$ cat src/rtl/calc_exec_ctrl.sv
// Execution sequencer for the small calculator: reads two RF operands, runs a 3-bit ALU op and
// writes the result back. Optional registered flags are built when CALC_FLAGS_EN is defined.
module calc_exec_ctrl #(
   parameter int unsigned DW = 3,
   parameter int unsigned AW = 2
) (
   input  logic          clk,
   input  logic          rst,
   input  logic          instr_valid,
   output logic          instr_ready,
   input  logic [2:0]    op,
   input  logic [AW-1:0] srca,
   input  logic [AW-1:0] srcb,
   input  logic [AW-1:0] dst,
   input  logic [DW-1:0] imm,
   output logic          rf_rea,
   output logic          rf_reb,
   output logic [AW-1:0] rf_raa,
   output logic [AW-1:0] rf_rab,
   input  logic [DW-1:0] rf_douta,
   input  logic [DW-1:0] rf_doutb,
   output logic          rf_we,
   output logic [AW-1:0] rf_wa,
   output logic [DW-1:0] rf_din,
   output logic          done,
   output logic          flag_z,
   output logic          flag_c
);

   typedef enum logic [1:0] {StIdle, StRead, StExec, StWrite} state_e;

   localparam logic [2:0] OpAdd = 3'b000;
   localparam logic [2:0] OpSub = 3'b001;
   localparam logic [2:0] OpAnd = 3'b010;
   localparam logic [2:0] OpOr  = 3'b011;
   localparam logic [2:0] OpXor = 3'b100;
   localparam logic [2:0] OpNot = 3'b101;
   localparam logic [2:0] OpMov = 3'b110;
   localparam logic [2:0] OpLdi = 3'b111;

   state_e          state_q, state_d;
   logic [2:0]      op_q, op_d;
   logic [AW-1:0]   sa_q, sa_d, sb_q, sb_d, dst_q, dst_d;
   logic [DW-1:0]   a_q, a_d, b_q, b_d, res_q, res_d;
   logic [DW-1:0]   alu_res;
`ifdef CALC_FLAGS_EN
   logic            alu_carry;
   logic            carry_q, carry_d;
   logic            flag_z_q, flag_z_d, flag_c_q, flag_c_d;
`endif

   always_comb begin
      alu_res = '0;
`ifdef CALC_FLAGS_EN
      alu_carry = 1'b0;
`endif
      unique case (op_q)
`ifdef CALC_FLAGS_EN
         OpAdd: {alu_carry, alu_res} = {1'b0, a_q} + {1'b0, b_q};
         OpSub: begin
            alu_res   = a_q - b_q;
            alu_carry = (a_q < b_q);
         end
`else
         OpAdd: alu_res = a_q + b_q;
         OpSub: alu_res = a_q - b_q;
`endif
         OpAnd: alu_res = a_q & b_q;
         OpOr:  alu_res = a_q | b_q;
         OpXor: alu_res = a_q ^ b_q;
         OpNot: alu_res = ~a_q;
         OpMov: alu_res = a_q;
         OpLdi: alu_res = res_q;
         default: alu_res = '0;
      endcase
   end

   always_comb begin
      state_d     = state_q;
      op_d        = op_q;
      sa_d        = sa_q;
      sb_d        = sb_q;
      dst_d       = dst_q;
      a_d         = a_q;
      b_d         = b_q;
      res_d       = res_q;
      instr_ready = 1'b0;
      rf_rea      = 1'b0;
      rf_reb      = 1'b0;
      rf_raa      = '0;
      rf_rab      = '0;
      rf_we       = 1'b0;
      rf_wa       = '0;
      rf_din      = '0;
      done        = 1'b0;
`ifdef CALC_FLAGS_EN
      carry_d     = carry_q;
      flag_z_d    = flag_z_q;
      flag_c_d    = flag_c_q;
`endif
      unique case (state_q)
         StIdle: begin
            instr_ready = 1'b1;
            if (instr_valid) begin
               op_d  = op;
               sa_d  = srca;
               sb_d  = srcb;
               dst_d = dst;
               // LDI skips the operand phases; the immediate goes straight to the result reg.
               if (op == OpLdi) begin
                  res_d   = imm;
`ifdef CALC_FLAGS_EN
                  carry_d = 1'b0;
`endif
                  state_d = StWrite;
               end else begin
                  state_d = StRead;
               end
            end
         end
         StRead: begin
            rf_rea  = 1'b1;
            rf_reb  = 1'b1;
            rf_raa  = sa_q;
            rf_rab  = sb_q;
            a_d     = rf_douta;
            b_d     = rf_doutb;
            state_d = StExec;
         end
         StExec: begin
            res_d   = alu_res;
`ifdef CALC_FLAGS_EN
            carry_d = alu_carry;
`endif
            state_d = StWrite;
         end
         StWrite: begin
            rf_we    = 1'b1;
            rf_wa    = dst_q;
            rf_din   = res_q;
            done     = 1'b1;
`ifdef CALC_FLAGS_EN
            flag_z_d = (res_q == '0);
            flag_c_d = carry_q;
`endif
            state_d  = StIdle;
         end
         default: state_d = StIdle;
      endcase
   end

   always_ff @(posedge clk) begin
      if (rst) begin
         state_q  <= StIdle;
         op_q     <= '0;
         sa_q     <= '0;
         sb_q     <= '0;
         dst_q    <= '0;
         a_q      <= '0;
         b_q      <= '0;
         res_q    <= '0;
`ifdef CALC_FLAGS_EN
         carry_q  <= 1'b0;
         flag_z_q <= 1'b0;
         flag_c_q <= 1'b0;
`endif
      end else begin
         state_q  <= state_d;
         op_q     <= op_d;
         sa_q     <= sa_d;
         sb_q     <= sb_d;
         dst_q    <= dst_d;
         a_q      <= a_d;
         b_q      <= b_d;
         res_q    <= res_d;
`ifdef CALC_FLAGS_EN
         carry_q  <= carry_d;
         flag_z_q <= flag_z_d;
         flag_c_q <= flag_c_d;
`endif
      end
   end

`ifdef CALC_FLAGS_EN
   assign flag_z = flag_z_q;
   assign flag_c = flag_c_q;
`else
   assign flag_z = 1'b0;
   assign flag_c = 1'b0;
`endif

endmodule
$ cat config.mk
export PLATFORM = sky130hd
export DESIGN_NAME = calc_exec_ctrl
export DESIGN_NICKNAME = d
export VERILOG_FILES = /design/src/rtl/calc_exec_ctrl.sv
export SDC_FILE = /design/constraint.sdc
export NUM_CORES = 1
export LEC_CHECK = 0
export ABC_AREA = 1
export CAP_MARGIN = 20
export CORE_MARGIN = 8
export CORE_UTILIZATION = 33
export CTS_BUF_LIST = sky130_fd_sc_hd__clkbuf_8
export CTS_CLUSTER_SIZE = 40
export DETAILED_ROUTE_END_ITERATION = 8
export MAX_ROUTING_LAYER = met4
export PLACE_DENSITY_LB_ADDON = 0.08
export SETUP_SLACK_MARGIN = 0.2
export SKIP_CTS_REPAIR_TIMING = 1
export SLEW_MARGIN = 20
export SYNTH_ARGS = -nofsm -noshare
export SYNTH_HDL_FRONTEND = slang
export SYNTH_SLANG_ARGS = --single-unit
$ cat constraint.sdc
create_clock -name clk -period 2.1 [get_ports clk]
set_input_delay 0.315 -clock clk [delete_from_list [all_inputs] [get_ports clk]]
set_output_delay 0.315 -clock clk [all_outputs]
set_load 0.03 [all_outputs]
==> results.ini <==
[routing]
vias=1306
drt-initial-drc-count=62
vias_per_cell=4.65
ant_nets=0
wl_per_cell_um=12.2
dr.pass1.iters=4
drt-total-wl_mm=3.43
drc=0

[critical_path]
worst-setup-path-type=reg2reg
critical_path_required_ns=2.25
cpLargestDelayFamily=adder cells
cp_num_buf_inv=1
crit_start=b_q[0]
critical_path.cell_chain=inv_1, ha_1, a21oi_2, fa_1, or2_1, nand3_1, a21oi_1
cpMaxStageDelayCell=fa_1
rr_endpoint=res_q[1]
r2r_cells=7
worst_ep_arrival_time_ns=1.93
reg2reg_from=b_q[0]
r2r_setup_slack_ns=0.32
crit_path_end_kind=register
critPathMaxFanout=3
start_kind=register
slowest_delay_ns=0.42

[placed_design]
placed_area_um2=1700
gp_congestion=0.853
dp_hpwl_mm=2.81
portBuffers=34

[floorplan]
rows=23
initial_core_util_pct=33.9
pin_count=37
die_w_um=79.6
fp.dieH_um=79.6
die-area_um2=6340
coreArea_um2=3940

[global_routing]
grt_usage_pct=11.7
antenna_found_initial=0
grt_max_degree=17
grt_pass1_vias=1331
grt_pass1_wl_mm=5.91
grt-ovfl-total=0

[clock_tree]
clockBufferDepth=2
cts_buffers=3
cts_sinks=20
cts_max_level=1
clk_latency_ns=0.26
path_clk_slew_ns=0.07
root_buffer=clkbuf_8
tritoncts=done

[yosys]
synthSimpleGateAreaFrac_pct=25.6
ys_types=22
synth.largest_area_cell=dfxtp_1
synth_edf_count=0
synthMuxAreaShare_pct=0
synth_top_family_by_area=simple AND/OR/NAND/NOR gates
synth-seq-cells=20
asyncSetResetFlopFracSynth_pct=0
synth.top_cells.by_count=inv_1 (34), nand2_1 (31), nor2_1 (24)
yosysMostFrequentCell=inv_1
yosys_warnings=0
syn_inst=198
synthAdderAreaFrac_pct=12.7
syn_area_um2=1340
synth_compound_area_share_pct=16.2
synth_top_area_share_pct=30.0
synth-main-ff-cell=dfxtp_1
yosys-top-cells-area=dfxtp_1 (30%), ha_1 (11%), inv_1 (9.6%)
synthXorXnorAreaFrac_pct=0
ys_seq_area_share_pct=30.0
syn_area_per_cell_um2=6.74

[min_path]
hold_start=res_q[0]
holdPathEnd=res_q[0]
hold_depth=2
hold_class=reg2reg

[timing]
fin_setup_tns_ns=0
final-setup-viol-count=0
finalClockSkew_ns=0.00219
final-hold-violation-count=0
finalCriticalPeriod_ns=1.78
grt_setup_unrepaired=no
max_freq_ghz=0.563
finalCritPeriodShare_pct=84.6
slew_viol_final=0

[run_status]
status=complete, no violations

[flow_run]
cap_viol_max_count=0

[final_layout]
finalNetCount=266
area_delta_synth_final_pct=35.1
diodes=0
design_area_um2=1800
drive_above_1_share_pct=10.4

[power_and_ir_drop]
powerDensity_nw_per_um2=1180
power_leakage_uw=0.00107
max-vdd-ir-drop_uv=598

==> cell families after synthesis <==
family                   Yosys count
AO/OA/AOI/OAI                     40
other                              1
flip-flops                        20
adder cells (fa/ha/maj)           13
AND/OR/NAND/NOR                   77
buffers and inverters             47
==> worst max path at each step <==
stage                     slack (ns)  cells past startpoint        end
after global placement          0.28                      5  rf_raa[0]
after CTS                      -0.04                      5  rf_rab[0]
after detailed placement        0.25                      5  rf_rab[0]
final                           0.32                      7   res_q[1]
after global routing            0.22                     11   res_q[2]
after floorplan                 0.38                      7   res_q[1]
==> power breakdown <==
group / switching, uW / total (uW) / internal [uW]
logic: 757 / 1200 / 448
clock network: 128 / 295 / 167
registers: 104 / 624 / 520
total: 989 / 2120 / 1130
==> state kept, by name, indices dropped and copies added (netlist names) <==
signal,count
sa_q,2
a_q,3
sb_q,2
op_q,3
state_q,2
dst_q,2
b_q,3
res_q,3
==> worst reg2reg max path, stage by stage, from the launching register on <==
cell     delay [ns]
dfxtp_2        0.35
inv_1          0.07
ha_1           0.30
a21oi_2        0.14
fa_1           0.42
or2_1          0.23
nand3_1        0.09
a21oi_1        0.07
==> metal layers <==
layer  share of wire [%]  global-route usage (%)  up-vias
met1                  47                    14.0      593
met5                   0                       -        -
met4                 1.8                    5.00        0
li1                    -                       -      683
met3                 2.3                    1.80        7
met2                  49                    19.0       23
==> cell type report <==
type                       count  area [um2]
sequential                    20         402
inverter                      38         143
clock buffer                   4        55.1
fill                         421        2140
timing repair buffer          37         398
tap                           50        62.6
multi-input combinational    132         744
==> layout by cell type (no fill, tap or decap), drive strengths merged <==
master         count
inv               38
nand2             35
nor2              25
o21ai             21
clkdlybuf4s50     20
dfxtp             20
a21oi             17
dlymetal6s2s      14
ha                12
nand3             10
nand4              6
clkbuf             4
buf                3
a211oi             2
conb               2
or2                1
fa                 1
==> stage by stage <==
stage | power, uW | worst slack [ns] | utilization [%] | cells | hold WS (ns)
2_1_floorplan | 1500 | 0.375 | - | 199 | 0.377
3_3_place_gp | 1810 | 0.282 | 43.2 | 277 | 0.466
3_5_place_dp | 1850 | 0.253 | 43.2 | 277 | 0.474
4_1_cts | 2150 | -0.0423 | 44.6 | 281 | 0.492
5_1_grt | 2340 | 0.219 | 45.8 | 281 | 0.501
6_report | 2120 | 0.322 | 45.8 | 281 | 0.485
(Power assumes the default switching activity.)
